**config.mk**
```make
export PLATFORM = sky130hd
export DESIGN_NAME = timebase_ctrl
export DESIGN_NICKNAME = d
export VERILOG_FILES = /design/src/rtl/timebase_pkg.sv /design/src/rtl/tb_channel.sv /design/src/rtl/timebase_ctrl.sv
export SDC_FILE = /design/constraint.sdc
export NUM_CORES = 1
export LEC_CHECK = 0
export ABC_AREA = 1
export BUFFER_PORTS_ARGS = -buffer_cell sky130_fd_sc_hd__buf_2
export CORE_MARGIN = 3
export CORE_UTILIZATION = 30
export CTS_CLUSTER_DIAMETER = 40
export DETAILED_ROUTE_END_ITERATION = 10
export PLACE_DENSITY = 0.44
export REMOVE_ABC_BUFFERS = 1
export SYNTH_ARGS = -nofsm -noshare
export SYNTH_HDL_FRONTEND = slang
export SYNTH_SLANG_ARGS = --single-unit
```
**constraint.sdc**
```tcl
create_clock -name clk -period 4.35 [get_ports clk]
set_input_delay 0.6525 -clock clk [delete_from_list [all_inputs] [get_ports clk]]
set_output_delay 0.6525 -clock clk [all_outputs]
set_load 0.01 [all_outputs]
```
**src/rtl/timebase_pkg.sv**
```systemverilog
// Shared definitions for the timebase controller: FSM encoding, channel count
// and the power-up divide ratio of each channel.
package timebase_pkg;

    typedef enum logic [1:0] {
        ST_IDLE  = 2'd0,
        ST_RUN   = 2'd1,
        ST_PAUSE = 2'd2
    } state_t;

    localparam int NUM_CH = 3;

    localparam int DIV0_DEFAULT = 500;
    localparam int DIV1_DEFAULT = 1000;
    localparam int DIV2_DEFAULT = 4;

    function automatic int default_div(input int ch);
        case (ch)
            0:       return DIV0_DEFAULT;
            1:       return DIV1_DEFAULT;
            default: return DIV2_DEFAULT;
        endcase
    endfunction

endpackage

```
**src/rtl/tb_channel.sv**
```systemverilog
// One timebase output channel: divide register, base-tick counter and the
// registered tick pulse.
module tb_channel #(
    parameter int               DIV_W     = 10,
    parameter logic [DIV_W-1:0] RESET_DIV = '0
) (
    input  logic             clk,
    input  logic             rst,
    input  logic             clr,
    input  logic             wrap,
    input  logic             we,
    input  logic [DIV_W-1:0] wdata,
    output logic             tick
);

    logic [DIV_W-1:0] div;
    logic [DIV_W-1:0] cnt;

    // A write restarts the count, so a wrap landing on the write edge is dropped.
    always_ff @(posedge clk or negedge rst) begin
        if (!rst) begin
            div  <= RESET_DIV;
            cnt  <= '0;
            tick <= 1'b0;
        end else begin
            tick <= 1'b0;
            if (we)
                div <= wdata;
            if (clr || we) begin
                cnt <= '0;
            end else if (wrap && div != '0) begin
                if (cnt == div - DIV_W'(1)) begin
                    cnt  <= '0;
                    tick <= 1'b1;
                end else begin
                    cnt <= cnt + DIV_W'(1);
                end
            end
        end
    end

endmodule

```
**src/rtl/timebase_ctrl.sv**
```systemverilog
// Programmable timebase: shared prescaler under a start/pause/clear FSM feeding
// three independently divided tick channels plus a square-wave output.
module timebase_ctrl
    import timebase_pkg::*;
#(
    parameter int BASE_DIV = 100000,
    parameter int DIV_W    = 10
) (
    input  logic             clk,
    input  logic             rst,
    input  logic             start,
    input  logic             pause,
    input  logic             clear,
    input  logic             cfg_we,
    input  logic [1:0]       cfg_sel,
    input  logic [DIV_W-1:0] cfg_div,
    output logic [2:0]       tick,
    output logic             base_tick,
    output logic             sq_out,
    output logic [1:0]       state
);

    localparam int             PW        = $clog2(BASE_DIV);
    localparam logic [PW-1:0]  PRESC_MAX = PW'(BASE_DIV - 1);

    state_t         state_q;
    state_t         state_d;
    logic [PW-1:0]  presc;
    logic           wrap;

    always_ff @(posedge clk or negedge rst) begin
        if (!rst)
            state_q <= ST_IDLE;
        else
            state_q <= state_d;
    end

    // Pause outranks start even where pause itself has no effect.
    always_comb begin
        state_d = state_q;
        wrap    = 1'b0;
        if (clear) begin
            state_d = ST_IDLE;
        end else if (pause) begin
            if (state_q == ST_RUN)
                state_d = ST_PAUSE;
        end else if (start && state_q != ST_RUN) begin
            state_d = ST_RUN;
        end
        if (state_q == ST_RUN && presc == PRESC_MAX && !clear)
            wrap = 1'b1;
    end

    always_ff @(posedge clk or negedge rst) begin
        if (!rst) begin
            presc     <= '0;
            base_tick <= 1'b0;
        end else begin
            base_tick <= wrap;
            if (clear)
                presc <= '0;
            else if (state_q == ST_RUN)
                presc <= wrap ? '0 : presc + PW'(1);
        end
    end

    // sq_out deliberately survives clear; only reset returns it to 0.
    always_ff @(posedge clk or negedge rst) begin
        if (!rst)
            sq_out <= 1'b0;
        else if (tick[0])
            sq_out <= ~sq_out;
    end

    for (genvar i = 0; i < NUM_CH; i++) begin : g_ch
        tb_channel #(
            .DIV_W     (DIV_W),
            .RESET_DIV (DIV_W'(default_div(i)))
        ) u_ch (
            .clk   (clk),
            .rst   (rst),
            .clr   (clear),
            .wrap  (wrap),
            .we    (cfg_we && cfg_sel == 2'(i)),
            .wdata (cfg_div),
            .tick  (tick[i])
        );
    end

    assign state = state_q;

endmodule

```
# [After elaboration in Yosys (flattened, before gate mapping)]
# Index checks and enable logic that the tools add are counted.
[op_classes] addsub=7 multipliers=0 div=0 magnitude_cmp=0 n_eq_ne=9 shift=0 mux=26 bitwise_logic=1 n_reduce_logical=23
[op_table] op="$mux W10" count=9
[op_table] op="$mux W17" count=3
[op_table] op="$add A10 B1 Y10 const B" count=3
[op_table] op="$eq A10 B10 Y1" count=3
[op_table] op="$reduce_bool A10 Y1" count=3
[op_table] op="$sub A10 B1 Y10 const B" count=3
[op_table] op="$add A17 B1 Y17 const B" count=1
[op_table] op="$eq A17 B17 Y1 const B" count=1
[op_table] op="$mux W1" count=10
[op_table] op="$logic_and A1 B1 Y1" count=9
[op_table] op="$mux W2" count=4
[op_table] op="$reduce_bool A2 Y1" count=4
[op_table] op="$eq A2 B1 Y1 const B" count=2
[op_table] op="$logic_or A1 B1 Y1" count=3
[op_table] op="$ne A3 B1 Y1 const B" count=1
[op_table] op="$reduce_bool A3 Y1" count=1
[op_table] op="$eq A2 B2 Y1 const B" count=1
[op_table] op="$logic_not A2 Y1" count=1
[op_table] op="$ne A2 B1 Y1 const B" count=1
[op_table] op="$reduce_and A2 Y1" count=1
[op_table] op="$logic_not A1 Y1" count=1
[op_table] op="$not A1 Y1" count=1
[totals] regBits=84 latchBits=0 ramBits=0 mem_bits_ro=0 output_inout_bits=7 n_memories=0

# [Depth between registers and ports, before layout]
# Gate-level depths: netlist (run 1).
[logic_depth] word_depth=7 depth_mapped=14 depth_no_buf=14

# [Cells and area by module]
# A second synthesis (run 1) with hierarchy kept.
[hier_totals] cells_unflattened=745 hier_area_um2=5316.3
[by_module_without_submodules] module="tb_channel (g_ch[0].u_ch ...)" n_inst=2 cells_per_inst=185 area_per_inst_um2=1338.8 seq_area_each_um2=533.0
[by_module_without_submodules] module="tb_channel (g_ch[2].u_ch)" n_inst=1 cells_per_inst=185 area_per_inst_um2=1332.5 seq_area_each_um2=526.8
[by_module_without_submodules] module="timebase_ctrl" n_inst=1 cells_per_inst=190 area_per_inst_um2=1306.3 seq_area_each_um2=525.5

# [Worst setup path after synthesis (run 1)]
# OpenSTA, ideal clock, no wires.
[synth_timing] path_type="reg2reg" start="register g_ch[2].u_ch.div[0]" end="register g_ch[2].u_ch.cnt[9]" setup_time_ns=0.123 arrival_time_ns=1.662 required_ns=4.227 setup_slack_ns=2.565 path_stages_with_launch=11 path_buffers=0 period_less_slack_ns=1.785 path_cell_list="dfrtp_1 -> inv_1 -> ha_1 -> nand2_1 -> nor2_1 -> nand2_1 -> or2_2 -> nand2_4 -> nand2_1 -> a21oi_1 -> a21oi_1"
[synth_via] elab_chain_len=5 word_cells_on_any_way=8 classes_between="add/sub: 1; eq/ne: 1; mux: 3; reduce/logical: 3"
[synth_lines] element="from (decl)" line="tb_channel.sv:16" rtl="logic [DIV_W-1:0] div;"
[synth_lines] element="from (signal assigned)" line="tb_channel.sv:28" rtl="div <= wdata;"
[synth_lines] element="$sub A10 B1 Y10" line="tb_channel.sv:32" rtl="if (cnt == div - DIV_W'(1)) begin"
[synth_lines] element="$eq A10 B10 Y1" line="tb_channel.sv:32"
[synth_lines] element="$mux W10" line="tb_channel.sv:32"
[synth_lines] element="$mux W10" line="tb_channel.sv:31" rtl="end else if (wrap && div != '0) begin"
[synth_lines] element="$mux W10" line="tb_channel.sv:29" rtl="if (clr || we) begin"
[synth_lines] element="to (signal assigned)" line="tb_channel.sv:36" rtl="cnt <= cnt + DIV_W'(1);"
[synth_lines] element="to (decl)" line="tb_channel.sv:17" rtl="logic [DIV_W-1:0] cnt;"
# Several ways; a longest one is shown, not always the timed one. The select of a mux whose other input is x is not followed.
# A chain may end at the register's enable or synchronous reset.

# [Worst setup path after layout (run 1)]
[layout_timing] start="input port cfg_sel[1]" end="register g_ch[2].u_ch.cnt[6]"
[layout_via] elab_chain_len=4 word_cells_on_any_way=5 classes_between="eq/ne: 1; mux: 1; reduce/logical: 3"
[layout_lines] element="from (decl)" line="timebase_ctrl.sv:15" rtl="input logic [1:0] cfg_sel,"
[layout_lines] element="$eq A2 B2 Y1 *" line="timebase_ctrl.sv:84" rtl=".we (cfg_we && cfg_sel == 2'(i)),"
[layout_lines] element="$logic_and A1 B1 Y1 *" line="timebase_ctrl.sv:84"
[layout_lines] element="$logic_or A1 B1 Y1 *" line="tb_channel.sv:29"
[layout_lines] element="$mux W10 or $reduce_bool A2 Y1 (tied branches)"
# Mark *: on every way between the ends. The rest lies on a longest branch, timed or not.

==> results of run 1 <==
==> state kept, by name (all words and copies together), names as in the netlist <==
| name | flops |
|---|---|
| base_tick | 1 |
| g_ch.u_ch.cnt | 30 |
| g_ch.u_ch.div | 30 |
| g_ch.u_ch.tick | 3 |
| presc | 17 |
| sq_out | 1 |
| state | 2 |
==> worst reg2reg max path: cells and delay by family, from the launching register on <==
kind / cells / cell delay [ns]
compound gates: 1 / 0.11
fa+ha+maj: 1 / 0.29
buf+inv: 2 / 0.23
flops: 1 / 0.41
simple gates: 9 / 0.98
==> per-layer routing <==
layer,wire [microns],share of wire,GRT usage,vias to the layer above
met4,172,0.013,0.0449,2
met2,6070,0.45,0.247,56
li1,-,-,-,2416
met1,6740,0.50,0.202,2191
met3,367,0.027,0.0296,16
met5,13,0.00097,0,-
==> layout make-up <==
class / count / share of cell area
Tap cell: 220 / 0.0471
Timing Repair Buffer: 25 / 0.0223
Multi-Input combinational cell: 542 / 0.445
Clock inverter: 6 / 0.0152
Clock buffer: 10 / 0.0392
Sequential cell: 84 / 0.362
Inverter: 107 / 0.0687
==> where the power goes <==
| part | switching, uW | total [uW] | internal (uW) |
|---|---|---|---|
| combinational | 227 | 346 | 119 |
| sequential | 53.1 | 903 | 850 |
| clock | 340 | 843 | 504 |
==> cells by family after synthesis <==
group | count (synthesis)
XOR/XNOR | 28
adder cells (fa/ha/maj) | 7
buffers and inverters | 118
flip-flops | 84
AND/OR/NAND/NOR | 420
AO/OA/AOI/OAI | 87
==> path summary, 6_finish.rpt <==
check	cells after the start	end	start	slack, ns
max	8	g_ch[2].u_ch.cnt[6]	cfg_sel[1]	2.14
min	1	g_ch[0].u_ch.cnt[4]	rst	0.41
max reg2reg	13	g_ch[2].u_ch.cnt[6]	g_ch[2].u_ch.div[0]	2.21
min reg2reg	1	sq_out	g_ch[0].u_ch.tick	0.45
max in group asynchronous	2	g_ch[0].u_ch.div[2]	rst	3.07
min in group clk	1	sq_out	g_ch[0].u_ch.tick	0.45
==> synthesized netlist by cell type (2+ instances only) <==
master    count  area, sq um
a21oi_1      21          105
buf_4         3         22.5
buf_6         2         22.5
clkbuf_1      4         15.0
dfrtp_1      71         1780
dfstp_2      13          342
ha_1          7         87.6
inv_1       105          394
inv_2         2         7.51
nand2_1     209          785
nand2_2       5         31.3
nand3_1      75          375
nand4_1       8         50.1
nor2_1       90          338
nor2_2        5         31.3
nor3_1       13         65.1
nor3_2        4         40.0
nor4_1        2         12.5
o21ai_0      57          285
xnor2_1       9         78.8
xor2_1       19          166
==> stage by stage <==
step                      worst slack, ns  cells   util  total power [uW]
final                                2.14    994  0.349              2090
after global routing                 1.89    994  0.349              2220
after CTS                            2.16    994  0.349              2120
after detailed placement             1.80    978  0.330              1270
after global placement               1.80    978  0.330              1260
after floorplan                      2.44    733      -              1160
==> placed cells by master (no fill, tap or decap), drive strengths merged, types with 2 or more instances in the layout <==
cell / count
a22o: 2
xor2: 19
xnor2: 9
dfrtp: 71
buf: 25
ha: 7
inv: 107
or2: 3
nor4: 2
nand2: 215
o21ai: 58
nand3: 76
bufinv: 2
a21oi: 21
clkbuf: 10
clkinvlp: 2
dfstp: 13
nor3: 18
clkinv: 2
nor2: 96
nand4: 8
==> flow_summary.yaml, run 1 <==
routing:
  drt_pass1_iterations: 4
  drc_errors: 0
  via_per_inst: 4.71
  first_iter_violations: 206
  drt-total-wl_microns: 13400
  routed-via-count: 4681
  wl_per_cell_microns: 13.4
  drtAntennaViolNets: 0
place:
  dp_hpwl_microns: 10000
  io_buffers: 24
  place_congestion: 0.816
  post_dp_cell_area_sq_um: 5530
clock_tree:
  cts_hold_buf: 0
  cts_root_buf: "clkbuf_16"
  path_clk_slew_ns: 0.06
  clock-sinks: 84
  cts_max_level: 3
  cts_buffer_depth: 2
  clk_latency_ns: 0.35
  post_cts_buffers: 0
  cts_buffers: 9
  cts_tree: "built"
  post_cts_resize_count: 0
timing:
  final_period_minus_worst_setup_slack_ns: 2.21
  worst_slew_pin_slew_ns: 0.917
  maxSlewViolCount: 0
  rsz0062_at_grt: "false"
  hold_viol_final: 0
  fin_tns_setup_ns: 0
  skew_ns: 0.0110
  min_period_over_period: 0.508
  fin_hold_ws_ns: 0.411
  setup_viol: 0
  slew_headroom: 0.385
  fmax_ghz: 0.453
setup_path:
  required_ns: 4.57
  arrival_ns: 2.43
  end_kind: "register"
  cp_num_buf_inv: 3
  slowest_stage: "nor3_2"
  max_stage_delay_ns: 0.68
  crit_path_cell_trace: "buf_2 > inv_1 > nor3_2 > nor2_1 > inv_1 > nor2_2 > nand2_1 > o21ai_0"
  crit_type: "input port to register"
  critPathMaxFanout: 16
  start_kind: "input port"
  crit_top_cell: "inv_1"
  crit_family: "simple AND/OR/NAND/NOR gates"
synthesis:
  yosys_warnings: 0
  yosysUniqueCellTypes: 41
  synthSimpleGateAreaFrac: 0.349
  synth_edf_count: 0
  synthAdderAreaFrac: 0.0169
  ys_ff_latch: 84
  avgSynthCellArea_sq_um: 6.98
  synth.area.mux_share: 0
  synthXorXnorAreaFrac: 0.0472
  synth_compound_area_frac: 0.0887
  ys.flop_type: "dfrtp_1"
  ys_async_sr_fraction: 1.00
  seq_area_frac_synth: 0.408
  synthesis.area_sq_um: 5190
  syn_inst: 744
  synth_top_family_by_area: "simple AND/OR/NAND/NOR gates"
worst_hold_path:
  hold_path_class: "input port to asynchronous set/reset pin"
finish:
  postLayoutCellArea_sq_um: 5850
  nFillCells: 1811
  syn_to_final_growth_pct: 12.6
  multi_input_area_sq_um: 2600
  nets: 794
  register_area_sq_um: 2120
  antennaDiodeCount: 0
  drive_above_1_share: 0.0995
global_routing:
  grtUsageTotal: 0.151
  overflow: 0
  first_global_vias: 4486
  antenna_found_initial: 1
  grt_first_pass_wirelength_microns: 22400
  grt_start_max_net_pins: 64
die:
  start_util: 0.310
  dieWidth_microns: 138
  core_area_sq_um: 16800
  fp.dieArea_sq_um: 18900
  die_h_microns: 138
  io_pins: 25
  row_count: 47
power_and_ir_drop:
  vdd_drop_max_mv: 0.200
  leakagePower_uw: 0.00277
  p_per_area_nw_per_um2: 358
run:
  drv_cap: 0
status:
  status: "finished clean"
(Power assumes the default switching activity.)
==> run 2: changes to the inputs <==
Clock period 4.35 ns to 2.21 ns, I/O delays scaled along.
==> flow_summary.yaml, run 2 (synthesis results as in run 1) <==
power_and_ir_drop:
  p_per_area_nw_per_um2: 676
  clock_power_share: 0.381
  internal-power_uw: 2710
  power_frac_comb: 0.174
  swShare: 0.322
  vdd_drop_max_mv: 0.375
  seq_power_share: 0.444
  leakagePower_uw: 0.00281
  power.switching_uw: 1290
setup_path:
  critPathMaxFanout: 7
  reg2reg_depth: 10
  arrival_ns: 2.23
  end_kind: "register"
  crit_type: "register to register"
  required_ns: 2.45
  start_kind: "register"
finish:
  register_area_sq_um: 2120
  multi_input_area_sq_um: 2620
  antennaDiodeCount: 0
  reg_top3: "g_ch.u_ch.cnt (30), g_ch.u_ch.div (30), presc (17)"
  nFillCells: 1835
  nets: 803
  final_common_cell: "nand2_1"
  final_cells: 1003
  syn_to_final_growth_pct: 13.9
  layout_common_cells: "208 x nand2_1, 105 x inv_1, 88 x nor2_1"
  drive_above_1_share: 0.116
run:
  drv_cap: 0
clock_tree:
  cts_max_level: 3
  cts_buffer_depth: 2
  cts_root_buf: "clkbuf_16"
  cts_buffers: 9
  post_cts_buffers: 0
  cts_tree: "built"
  path_clk_slew_ns: 0.08
  clock-sinks: 84
  clk_latency_ns: 0.36
global_routing:
  antenna_found_initial: 0
  grtUsageTotal: 0.148
  overflow: 0
  grt_first_pass_wirelength_microns: 21900
  first_global_vias: 4412
  grt_start_max_net_pins: 38
timing:
  min_period_over_period: 0.902
  hold_viol_final: 0
  fin_tns_setup_ns: 0
  worst_slew_pin_slew_ns: 0.504
  rsz0062_at_grt: "false"
  fmax_ghz: 0.501
  maxSlewViolCount: 0
  skew_ns: 0.0128
  setup_viol: 0
  final_period_minus_worst_setup_slack_ns: 1.99
  slew_headroom: 0.661
place:
  dp_hpwl_microns: 10200
  place_congestion: 0.840
  io_buffers: 24
  dp.cells: 986
routing:
  drt-total-wl_microns: 13100
  via_per_inst: 4.66
  first_iter_violations: 257
  drt_pass1_iterations: 5
  drc_errors: 0
  routed-via-count: 4670
  drtAntennaViolNets: 0
  wl_per_cell_microns: 13.1
worst_hold_path:
  hold_path_class: "input port to register"
  worstHoldPathCells: 3
die:
  io_pins: 25
  row_count: 47
  dieWidth_microns: 138
  start_util: 0.310
  fp.dieArea_sq_um: 18900
  core_area_sq_um: 16800
  die_h_microns: 138
status:
  status: "finished clean"
-- run 2: changes by cell type in the layout (fill, tap and decap cells not counted), moves of 2 or more --
cell / change
nor2_1: -2
clkinvlp_4: -2
inv_6: +5
buf_4: +7
nor2_2: +2
bufinv_16: -2
-- run 2: path summary, 6_finish.rpt --
| path | from | to | slack [ns] |
|---|---|---|---|
| max | g_ch[2].u_ch.div[0] | g_ch[2].u_ch.cnt[9] | 0.22 |
| min | cfg_div[6] | g_ch[0].u_ch.div[6] | 0.23 |
| max reg2reg | g_ch[2].u_ch.div[0] | g_ch[2].u_ch.cnt[9] | 0.22 |
| min reg2reg | g_ch[0].u_ch.tick | sq_out | 0.46 |
| max in group asynchronous | rst | g_ch[1].u_ch.div[3] | 1.08 |
| min in group asynchronous | rst | g_ch[0].u_ch.cnt[3] | 0.48 |
-- run 2: routing by layer --
layer / up-vias / wire (microns) / global-route usage
met5: - / 0 / 0
met4: 0 / 247 / 0.0593
met3: 18 / 505 / 0.0252
met2: 61 / 5890 / 0.230
met1: 2158 / 6490 / 0.205
li1: 2433 / - / -
-- run 2: final cells by class --
class	instances	area share
repair buffers	34	0.0360
well taps	220	0.0465
multi-input cells	542	0.443
flip-flops and latches	84	0.358
clock buffers	9	0.0381
inverters	107	0.0679
clock inverters	7	0.0108
-- run 2: repair_timing --
| item | CTS | global route |
|---|---|---|
| hold buffers | 1 | 0 |
| gates resized for setup | 0 | 5 |
| endpoints found under the hold margin | 22 | 0 |
| setup endpoints to repair | 0 | 13 |
-- run 2: per-stage QoR --
stage,utilization,power [uW],setup WS [ns],hold WS [ns],cell area [sq um]
after floorplan,-,2270,0.424,0.0359,5120
after global placement,0.334,2500,0.145,0.347,5600
after detailed placement,0.334,2500,0.159,0.341,5600
after CTS,0.352,4060,0.139,0.215,5900
after global routing,0.353,4260,0.0211,0.228,5920
final,0.353,4000,0.216,0.234,5920
-- run 2: power groups by stage --
stage	clock [uW]	combinational (uW)	sequential, uW
final	1530	697	1780
after CTS	1580	703	1780
after global placement	0	692	1810
after detailed placement	0	699	1800
after global routing	1650	818	1800
after floorplan	0	499	1770
-- run 2: worst max-delay path, cell delays in order, from the launching register on --
cell	delay, ns
dfrtp_1	0.40
inv_1	0.15
ha_2	0.25
nand2_1	0.11
nor2_1	0.12
nand2_1	0.07
or2_2	0.32
nand2_4	0.13
nand2_1	0.13
a21oi_1	0.15
a21oi_1	0.05
==> run 3: changes to the inputs <==
Settings changed: REMOVE_ABC_BUFFERS 1 to default.
==> flow_summary.yaml, run 3 (synthesis results as in run 1) <==
setup_path:
  r2r_start: "g_ch[2].u_ch.div[0]"
  arrival_ns: 2.22
  crit_family: "simple AND/OR/NAND/NOR gates"
  required_ns: 2.45
  reg2reg_to: "g_ch[2].u_ch.cnt[9]"
  cp.depth: 10
  crit_top_cell: "nand2_1"
  critPathMaxFanout: 7
  crit_path_cell_trace: "inv_1 > ha_2 > nand2_1 > nor2_1 > nand2_1 > or2_2 > nand2_4 > nand2_1 > a21oi_1 > a21oi_1"
  max_stage_delay_ns: 0.40
  crit_type: "register to register"
  slowest_stage: "dfrtp_1"
  end_kind: "register"
  start_kind: "register"
  reg2reg_depth: 10
  cp_num_buf_inv: 1
  r2r_slack_ns: 0.23
power_and_ir_drop:
  p_total_uw: 4130
  p_per_area_nw_per_um2: 697
  vdd_drop_max_mv: 0.383
  leakagePower_uw: 0.00282
timing:
  setup_viol: 0
  maxSlewViolCount: 0
  slew_headroom: 0.648
  fin_tns_setup_ns: 0
  fmax_ghz: 0.505
  rsz0062_at_grt: "false"
  skew_ns: 0.00715
  worst_slew_pin_slew_ns: 0.528
  hold_viol_final: 0
  min_period_over_period: 0.896
  setup_ws_ns: 0.229
  final_period_minus_worst_setup_slack_ns: 1.98
routing:
  drtAntennaViolNets: 0
  via_per_inst: 4.69
  routed-via-count: 4691
  drt-total-wl_microns: 13300
  wl_per_cell_microns: 13.3
  drt_pass1_iterations: 4
  drc_errors: 0
  first_iter_violations: 275
finish:
  antennaDiodeCount: 0
  nets: 801
  reg_top3: "g_ch.u_ch.cnt (30), g_ch.u_ch.div (30), presc (17)"
  final_common_cell: "nand2_1"
  layout_common_cells: "208 x nand2_1, 105 x inv_1, 90 x nor2_1"
  drive_above_1_share: 0.110
  syn_to_final_growth_pct: 14.0
  utilization: 0.353
status:
  status: "finished clean"
die:
  dieWidth_microns: 138
  io_pins: 25
  row_count: 47
  die_h_microns: 138
  start_util: 0.310
  core_area_sq_um: 16800
  fp.dieArea_sq_um: 18900
clock_tree:
  clock-sinks: 84
  path_clk_slew_ns: 0.06
  cts_tree: "built"
  clk_latency_ns: 0.35
  cts_max_level: 3
  cts_buffer_depth: 2
  cts_buffers: 9
  cts_root_buf: "clkbuf_16"
  post_cts_buffers: 0
global_routing:
  antenna_found_initial: 0
  grt_start_max_net_pins: 50
  first_global_vias: 4539
  grt_first_pass_wirelength_microns: 22400
  grtUsageTotal: 0.151
  overflow: 0
run:
  drv_cap: 0
place:
  place_worst_setup_slack_ns: 0.176
  io_buffers: 24
  place_congestion: 0.884
  dp_hpwl_microns: 10100
worst_hold_path:
  hold_path_class: "input port to register"
  worstHoldPathCells: 3
  holdPathEnd: "g_ch[0].u_ch.div[6]"
  worstHoldStart: "cfg_div[6]"
synthesis:
  synth_nets: 769
[run 3: timing repair]
| action | 4_1_cts | 5_1_grt |
|---|---|---|
| endpoints found under the setup margin | 0 | 7 |
| resized for setup | 0 | 3 |
| endpoints found under the hold margin | 30 | 0 |
| hold buffers | 1 | 0 |
[run 3: worst register-to-register path, stage by stage, from the launching register on]
cell and delay, ns:
dfrtp_1 0.40, inv_1 0.16, ha_2 0.26, nand2_1 0.12, nor2_1 0.12, nand2_1 0.06
or2_2 0.31, nand2_4 0.12, nand2_1 0.12, a21oi_1 0.16, a21oi_1 0.06
[run 3: worst max path at each step]
stage	start	to	slack (ns)
after floorplan	g_ch[2].u_ch.div[0]	g_ch[2].u_ch.cnt[9]	0.42
after global placement	g_ch[2].u_ch.div[0]	g_ch[2].u_ch.cnt[7]	0.22
after detailed placement	g_ch[2].u_ch.div[0]	g_ch[2].u_ch.cnt[4]	0.18
after CTS	g_ch[2].u_ch.div[0]	g_ch[2].u_ch.cnt[7]	0.17
after global routing	g_ch[0].u_ch.div[0]	g_ch[0].u_ch.cnt[3]	0.008
final	g_ch[2].u_ch.div[0]	g_ch[2].u_ch.cnt[9]	0.23
[run 3: layout make-up]
type	count	area (sq um)
Tap cell	220	275
Clock inverter	6	87.6
Clock buffer	10	229
Fill cell	1803	10800
Inverter	107	402
Sequential cell	84	2120
Multi-Input combinational cell	542	2610
Timing Repair Buffer	32	198
[run 3: metal layers]
layer / GRT usage / up-vias / wire [microns] / part of all wire
li1: - / 2433 / - / -
met1: 0.200 / 2199 / 6370 / 0.48
met2: 0.248 / 50 / 6320 / 0.48
met3: 0.0424 / 9 / 421 / 0.032
met4: 0.0327 / 0 / 161 / 0.012
met5: 0 / - / 0 / 0
[run 3: power by group]
group | total (uW) | leakage [uW] | internal (uW) | switching [uW]
sequential | 1780 | 0.00109 | 1670 | 105
clock | 1650 | 0.000157 | 993 | 661
combinational | 697 | 0.00157 | 245 | 452
total | 4130 | 0.00282 | 2910 | 1220
[run 3: stage by stage]
stage               instances  hold WS (ns)  instance area (sq um)
finish                   1001         0.230                   5920
global route             1001         0.248                   5920
CTS                      1001         0.223                   5910
detailed placement        984         0.350                   5590
global placement          984         0.341                   5590
floorplan                 744        0.0359                   5190
